[config.mk]
export PLATFORM = sky130hd
export DESIGN_NAME = hw3_p2
export DESIGN_NICKNAME = d
export VERILOG_FILES = /design/src/rtl/hw3_p2.sv
export SDC_FILE = /design/constraint.sdc
export NUM_CORES = 1
export LEC_CHECK = 0
export BUFFER_PORTS_ARGS = -buffer_cell sky130_fd_sc_hd__buf_2
export CELL_PAD_IN_SITES_DETAIL_PLACEMENT = 0
export CELL_PAD_IN_SITES_GLOBAL_PLACEMENT = 2
export CORE_UTILIZATION = 25
export DETAILED_ROUTE_END_ITERATION = 10
export HOLD_SLACK_MARGIN = 0.15
export PLACE_DENSITY = 0.76
export SLEW_MARGIN = 20
export SYNTH_ARGS = -nofsm -noshare
export SYNTH_HDL_FRONTEND = slang
export SYNTH_SLANG_ARGS = --single-unit
[constraint.sdc]
create_clock -name clk -period 2.3 [get_ports clk]
set_input_delay 0 -clock clk [delete_from_list [all_inputs] [get_ports clk]]
set_output_delay 0 -clock clk [all_outputs]
set_load 0.02 [all_outputs]
[src/rtl/hw3_p2.sv]
// hw3_p2: registered WIDTH-bit ripple-carry adder.
// A chain of 1-bit full-adder cells feeds one output register stage.
// Outputs are exposed one clock after in_valid. The outputs are the sum,
// the carry out, every internal stage carry and the signed overflow flag.

// One full-adder cell: the stage of the ripple chain.
module hw3_p2_fa (
    input  logic a,
    input  logic b,
    input  logic ci,
    output logic s,
    output logic co
);
    assign s  = a ^ b ^ ci;
    assign co = (a & b) | (a & ci) | (b & ci);
endmodule

module hw3_p2 #(
    parameter int WIDTH = 4
) (
    input  logic             clk,
    input  logic             rst_n,
    input  logic [WIDTH-1:0] a,
    input  logic [WIDTH-1:0] b,
    input  logic             cin,
    input  logic             in_valid,
    output logic [WIDTH-1:0] sum,
    output logic             cout,
    output logic [WIDTH-1:0] carry,
    output logic             overflow,
    output logic             out_valid
);
    // c[0] is the carry-in. c[i+1] is the carry out of stage i.
    logic [WIDTH:0]   c;
    logic [WIDTH-1:0] s_comb;

    assign c[0] = cin;

    // True ripple: each cell consumes the previous cell's carry.
    for (genvar i = 0; i < WIDTH; i++) begin : g_stage
        hw3_p2_fa u_fa (
            .a  (a[i]),
            .b  (b[i]),
            .ci (c[i]),
            .s  (s_comb[i]),
            .co (c[i+1])
        );
    end

    logic [WIDTH-1:0] sum_d,   sum_q;
    logic             cout_d,  cout_q;
    logic [WIDTH-1:0] carry_d, carry_q;
    logic             ovf_d,   ovf_q;
    logic             vld_d,   vld_q;

    // Next-state logic: load on a valid strobe, otherwise hold. The valid flag follows in_valid.
    always_comb begin
        sum_d   = sum_q;
        cout_d  = cout_q;
        carry_d = carry_q;
        ovf_d   = ovf_q;
        vld_d   = in_valid;
        if (in_valid) begin
            sum_d   = s_comb;
            cout_d  = c[WIDTH];
            carry_d = c[WIDTH:1];
            // Signed overflow: carry into the MSB differs from the carry out of it.
            // For WIDTH=1, c[WIDTH-1] is cin.
            ovf_d   = c[WIDTH] ^ c[WIDTH-1];
        end
    end

    // Output registers. Reset wins over in_valid, so a same-cycle operand is dropped.
    always_ff @(posedge clk) begin
        if (!rst_n) begin
            sum_q   <= '0;
            cout_q  <= 1'b0;
            carry_q <= '0;
            ovf_q   <= 1'b0;
            vld_q   <= 1'b0;
        end else begin
            sum_q   <= sum_d;
            cout_q  <= cout_d;
            carry_q <= carry_d;
            ovf_q   <= ovf_d;
            vld_q   <= vld_d;
        end
    end

    assign sum       = sum_q;
    assign cout      = cout_q;
    assign carry     = carry_q;
    assign overflow  = ovf_q;
    assign out_valid = vld_q;
endmodule

==> results.ini, run 1 <==
[outcome]
outcome=finished, final reports clean

[setup_path]
setup.worst_path.start_class=input pin
slowest_stage=sky130_fd_sc_hd__fa_1
critPathCaptureType=flip-flop
rr_worst_depth=2
cp.required_ns=2.51
crit_path_max_fanout=3
worst-endpoint-arrival_ns=1.93
crit_family=adder cells
critical_path.max_stage_delay_ns=0.44
critPathKind=input pin to flip-flop
crit_buf_inv=4
cell_by_cell_trace_of_the_critical_path=buf_2, inv_1, fa_1, inv_1, fa_1, fa_1, inv_1, fa_1, nand2_1, o211a_1
r2r-start=overflow
ff2ff_setup_slack_ns=1.54
worst_r2r_endpoint=overflow
critical-path-top-cell-by-count=sky130_fd_sc_hd__fa_1

[pwr]
netSwitchingPower_mw=0.124
clock_power_share_pct=35.1
fin_total_pwr_mw=0.453
power_frac_comb_pct=21.9
p_per_area_nw_per_um2=701
lkg_pwr_nw=0.363
internal_power_mw=0.329
swShare_pct=27.4
power_frac_seq_pct=43.0
ir_drop_uv=270

[cts]
cts.htree.levels=1
root_buffer=sky130_fd_sc_hd__clkbuf_4
cts_inserted_buffers=3
tritoncts=yes
cts.sinks=10
postCtsSetupBuffers=0
clk_pin_slew_worst_paths_ns=0.07
clk-insertion-delay-late_ns=0.26
cts-root-to-sink-buffers=2

[route]
routed_via_density=3.92
first_pass_detailed_route_iteration_total=2
totalWireLength_um=881
via_count=365
initialDrtViolationCount=1
drc_errors=0
ant_nets=0
wl_per_cell_um=9.47

[place]
globalplace.congestion=0.599
pre_cts_slack_ns=0.286
io_buf_count=22
dp_hpwl_um=661

[yosys]
post-synth-top-count-cell=sky130_fd_sc_hd__dfxtp_1
yosys-top-cells-count=sky130_fd_sc_hd__dfxtp_1 (10), sky130_fd_sc_hd__inv_1 (7), sky130_fd_sc_hd__nor2b_1 (5)
post_synth.cell_area_avg_um2=10.9
seq_area_frac_synth_pct=41.6
yosys_register_bits=10
ys_warn_count=0
synth_area_leaders=sky130_fd_sc_hd__dfxtp_1 (42%), sky130_fd_sc_hd__fa_1 (17%), sky130_fd_sc_hd__mux2i_1 (8.3%)
async_flop_share_pct=0
post-synth-top-area-cell=sky130_fd_sc_hd__dfxtp_1
postSynthNetCount=60
synth.lib_cells_used.distinct=13
postSynthCellCount=44
post_synthesis_instance_area_um2=482
synth_edf_count=0
yosys.area.top_type_share_pct=41.6
synth_top_flop_cell=sky130_fd_sc_hd__dfxtp_1

[grt]
grt.overflow.total=0
global_route.usage.total_pct=9.95
grt_antenna_before_repair=0
grt_max_degree=15
first_global_vias=339
grt_pass1_wl_mm=1.37

[sta]
finalHoldViolCount=0
setup_total_negative_slack_ns=0
relSlewSlack_pct=80.6
rsz_0062_raised_after_global_routing=no
worstMarginPinSlew_ns=0.290
slew_violations=0
max_freq_ghz=0.581
worst_clock_skew_ns=0
finalWorstPathRequiredPeriod_ns=1.72
worst_slack_setup_final_ns=0.578
fin_crit_sh_pct=74.9
setup_viol=0

[hold_path]
timing.hold.worst_path_depth=4
worstHoldEndpoint=sum[1]
hp-class=input pin to flip-flop
holdCritStartpoint=b[1]

[floorplan]
fp-row-count=15
ioPinCount=23
die_outline_area_um2=2110
placeableCoreArea_um2=1760
die_height_um=45.9
die_width_um=45.9
start_util_pct=27.3

[final_layout]
area_delta_synth_final_pct=34.0
postLayoutCoreUtil_pct=36.6
drive_above_1_share_pct=39.7
finish.net_count=85
antennaDiodeCount=0
n_fill_cell=201

[job]
maxCapViolCount=0

worst max-delay path by stage:
stage	from	to	slack, ns	cells after the start
6_report	a[0]	sum[3]	0.58	10
5_1_grt	a[0]	sum[3]	0.50	10
4_1_cts	a[0]	sum[3]	0.57	10
3_5_place_dp	a[0]	sum[3]	0.29	10
3_3_place_gp	a[0]	overflow	0.33	10
2_1_floorplan	a[0]	sum[3]	0.49	9
logic make-up after synthesis:
| family | after synthesis | share of synthesized area [%] |
|---|---|---|
| compound gates | 5 | 10.1 |
| xor+xnor | 1 | 1.82 |
| fa+ha+maj | 4 | 16.6 |
| buf+inv | 10 | 10.4 |
| flops | 10 | 41.6 |
| mux | 4 | 8.31 |
| simple gates | 10 | 11.2 |
timing repair:
action                    4_1_cts  5_1_grt
hold buffers                    1        0
hold endpoints to repair       10        0
resized for setup               0        0
per-layer routing:
metal  track usage, %  routed length [um]  vias up
met5                0                   0        -
met3             5.95                  77        2
met2             16.1                 420       15
met1             9.90                 373      162
met4             5.29                   9        0
li1                 -                   -      186
worst min-delay path, cell delays in order:
cell	delay, ns
sky130_fd_sc_hd__buf_2	0.09
sky130_fd_sc_hd__fa_1	0.15
sky130_fd_sc_hd__mux2i_1	0.06
sky130_fd_sc_hd__nor2b_1	0.09
registers in the layout, indices dropped and copies added, names as in the netlist:
register / count
carry: 3
cout: 1
sum: 4
overflow: 1
out_valid: 1
final cells by class:
cell class              count  area (um2)  area share, %
clock buffers               4        36.3           5.62
flip-flops and latches     10         200           31.0
well taps                  25        31.3           4.84
multi-input cells          24         231           35.9
repair buffers             23         120           18.6
inverters                   7        26.3           4.07
power groups by stage:
| stage | sequential (mW) | clock [mW] | combinational, mW |
|---|---|---|---|
| 6_report | 0.195 | 0.159 | 0.0990 |
| 5_1_grt | 0.196 | 0.176 | 0.111 |
| 4_1_cts | 0.195 | 0.170 | 0.101 |
| 3_5_place_dp | 0.199 | 0 | 0.0997 |
| 3_3_place_gp | 0.199 | 0 | 0.0993 |
| 2_1_floorplan | 0.218 | 0 | 0.0495 |
through the flow:
stage,area [um2],hold WS (ns),cells
after detailed placement,599,0.354,88
after floorplan,482,0.152,44
after CTS,646,0.157,93
after global routing,646,0.183,93
after global placement,599,0.353,88
final,646,0.163,93
cells in the final DEF (no fill, tap or decap):
cell	Yosys	final
sky130_fd_sc_hd__fa_1	4	4
sky130_fd_sc_hd__nand2_1	4	4
sky130_fd_sc_hd__and2_2	1	1
sky130_fd_sc_hd__dlygate4sd3_1	0	1
sky130_fd_sc_hd__clkbuf_4	0	3
sky130_fd_sc_hd__nor2b_1	5	5
sky130_fd_sc_hd__buf_2	1	22
sky130_fd_sc_hd__clkbuf_8	0	1
sky130_fd_sc_hd__dfxtp_1	10	10
sky130_fd_sc_hd__a22o_1	1	1
sky130_fd_sc_hd__mux2i_1	4	4
sky130_fd_sc_hd__xnor2_1	1	1
sky130_fd_sc_hd__o211a_1	4	4
sky130_fd_sc_hd__inv_1	7	7
Power figures use the tool's default switching activity.
==> inputs of run 2 (changes only) <==
- CORE_ASPECT_RATIO: unset -> 0.6
- CORE_UTILIZATION: 25 -> 22
- PLACE_DENSITY: 0.76 -> 0.71
- clock period: 2.3 -> 1.4 ns (I/O delays scaled with it)
==> run 2 against run 1 <==
- the run now ends with setup timing left
- largest power group unchanged
- routed wire length grew 2.2%
- via count grew 3.6%
- global-route usage decreased by 0.70 points
- design area up 16%
- hold slack better by 0.0041 ns
- die area is 13% higher
- combinational power rose by 110%
- count of clock-buffer cells in the layout stayed put
==> results.ini, run 2 (synthesized netlist as in run 1, its figures left out) <==
[outcome]
outcome=finished, violations left
failing_checks=setup timing

[sta]
worst_clock_skew_ns=0  ; unchanged
finalHoldViolCount=0  ; unchanged
relSlewSlack_pct=81.3  ; +0.70 points
setup_viol=3  ; +3
fin_worst_hold_slack_ns=0.167  ; +0.00406 ns
fin_crit_sh_pct=112
finalWorstPathRequiredPeriod_ns=1.57
max_freq_ghz=0.639
setup_total_negative_slack_ns=-0.369  ; -0.369 ns
worstMarginPinSlew_ns=0.280  ; -0.0105 ns
rsz_0062_raised_after_global_routing=yes
worst_slack_setup_final_ns=-0.165  ; -0.743 ns
slew_violations=0  ; unchanged

[setup_path]
startpoint=a[0]
worst-endpoint-arrival_ns=1.78  ; -0.15 ns
critPathKind=input pin to flip-flop
crit_buf_inv=4  ; unchanged
critical_path.max_stage_delay_ns=0.42  ; -0.02 ns
critPathCaptureType=flip-flop
r2r-start=overflow
setup.worst_path.start_class=input pin
crit_family=adder cells
crit_path_max_fanout=2  ; -1
critical-path-top-cell-by-count=sky130_fd_sc_hd__fa_2
slowest_stage=sky130_fd_sc_hd__fa_2
cell_by_cell_trace_of_the_critical_path=buf_6, inv_4, fa_2, inv_2, fa_2, fa_2, inv_2, fa_2, nand2_1, o211a_1
cp.required_ns=1.62  ; -0.89 ns

[place]
postPlaceCellArea_um2=646  ; +7.7%
globalplace.congestion=0.613  ; +2.3%
dp_hpwl_um=693  ; +4.8%
io_buf_count=22  ; unchanged

[final_layout]
mostFrequentLayoutCell=sky130_fd_sc_hd__buf_2
area_delta_synth_final_pct=55.8
antennaDiodeCount=0  ; unchanged
drive_above_1_share_pct=57.5  ; +18 points
finalInstanceArea_um2=751  ; +16%
finish.net_count=90  ; +5.9%
final_cell_mix=sky130_fd_sc_hd__buf_2 (19), sky130_fd_sc_hd__dfxtp_1 (10), sky130_fd_sc_hd__nor2b_1 (5)
largest_register_ff_count=4  ; unchanged

[route]
via_count=378  ; +3.6%
drc_errors=0  ; unchanged
first_pass_detailed_route_iteration_total=3  ; +1
totalWireLength_um=900  ; +2.2%
initialDrtViolationCount=3  ; +2
routed_via_density=3.74  ; -4.6%
wl_per_cell_um=8.91  ; -5.9%
ant_nets=0  ; unchanged

[grt]
first_global_vias=341  ; +0.59%
grt_antenna_before_repair=0  ; unchanged
global_route.usage.met3_pct=7.44  ; +1.5 points
top_usage_layer=met2
grt_use_met2_pct=11.7  ; -4.4 points
grt_pass1_wl_mm=1.46  ; +6.5%
grtUsageMet1_pct=10.1  ; +0.20 points
grt.overflow.total=0  ; unchanged
global_route.usage.total_pct=9.25  ; -0.70 points
grt_max_degree=15  ; unchanged

[cts]
cts.sinks=10  ; unchanged
cts_inserted_buffers=3  ; unchanged
clk-insertion-delay-late_ns=0.27  ; about the same
tritoncts=yes
clk_pin_slew_worst_paths_ns=0.07  ; about the same
root_buffer=sky130_fd_sc_hd__clkbuf_4
cts.htree.levels=1  ; unchanged
cts-root-to-sink-buffers=2  ; unchanged

[floorplan]
die_outline_area_um2=2390  ; +13%
die_height_um=38.2  ; -17%
ioPinCount=23  ; unchanged
start_util_pct=24.7  ; -2.6 points
die_width_um=62.4  ; +36%
fp-row-count=12  ; -3
placeableCoreArea_um2=1950  ; +11%

[job]
maxCapViolCount=0  ; unchanged

[pwr]
ir_drop_uv=454  ; +68%
p_per_area_nw_per_um2=1050  ; +50%
lkg_pwr_nw=0.397  ; +9.2%

[hold_path]
holdCritStartpoint=in_valid
hp-class=input pin to flip-flop

[run 2: changes by cell type in the layout (fill, tap and decap cells not counted), sizes merged]
cell  change
buf       +5
[run 2: path summary, 6_finish.rpt]
kind,slack [ns],depth (start not counted),end
worst min register to register,0.48,1,sum[3]
worst max-delay path,-0.17,10,sum[3]
worst min-delay path,0.17,3,carry[0]
worst max register to register,0.64,2,overflow
[run 2: metal layers]
layer | vias up | wire length [um]
met2 | 14 | 331
met3 | 5 | 87
met1 | 163 | 465
met5 | - | 0
li1 | 196 | -
met4 | 0 | 16
[run 2: cell type report]
cell class              count  area (um2)
fillers                   212        1200
multi-input cells          24         249
flip-flops and latches     10         200
repair buffers             28         184
inverters                   7        46.3
clock buffers               4        36.3
well taps                  28        35.0
[run 2: repair_timing]
| action | in CTS | in global routing |
|---|---|---|
| cloned | 0 | 0 |
| hold endpoints to repair | 10 | 0 |
| hold buffers | 1 | 0 |
| pin swaps | 4 | 0 |
| endpoints found under the setup margin | 3 | 3 |
| setup buffers | 1 | 2 |
| gates resized for setup | 8 | 1 |
[run 2: worst min-delay path: cells and delay by family]
kind / cells / cell delay (ns)
buf+inv: 1 / 0.19
compound gates: 1 / 0.12
simple gates: 1 / 0.09
[run 2: metrics by stage]
step	setup WS [ns]	cells	total power [mW]	util [%]
finish	-0.165	101	0.791	38.5
global route	-0.207	101	0.842	38.5
CTS	-0.154	99	0.792	37.3
global placement	-0.560	93	0.512	33.1
floorplan	-0.337	44	0.448	-
detailed placement	-0.567	93	0.513	33.1
[run 2: power by group]
part           total, mW  switching [mW]  internal, mW
logic              0.210           0.104         0.105
registers          0.320          0.0105         0.309
clock network      0.261           0.103         0.158
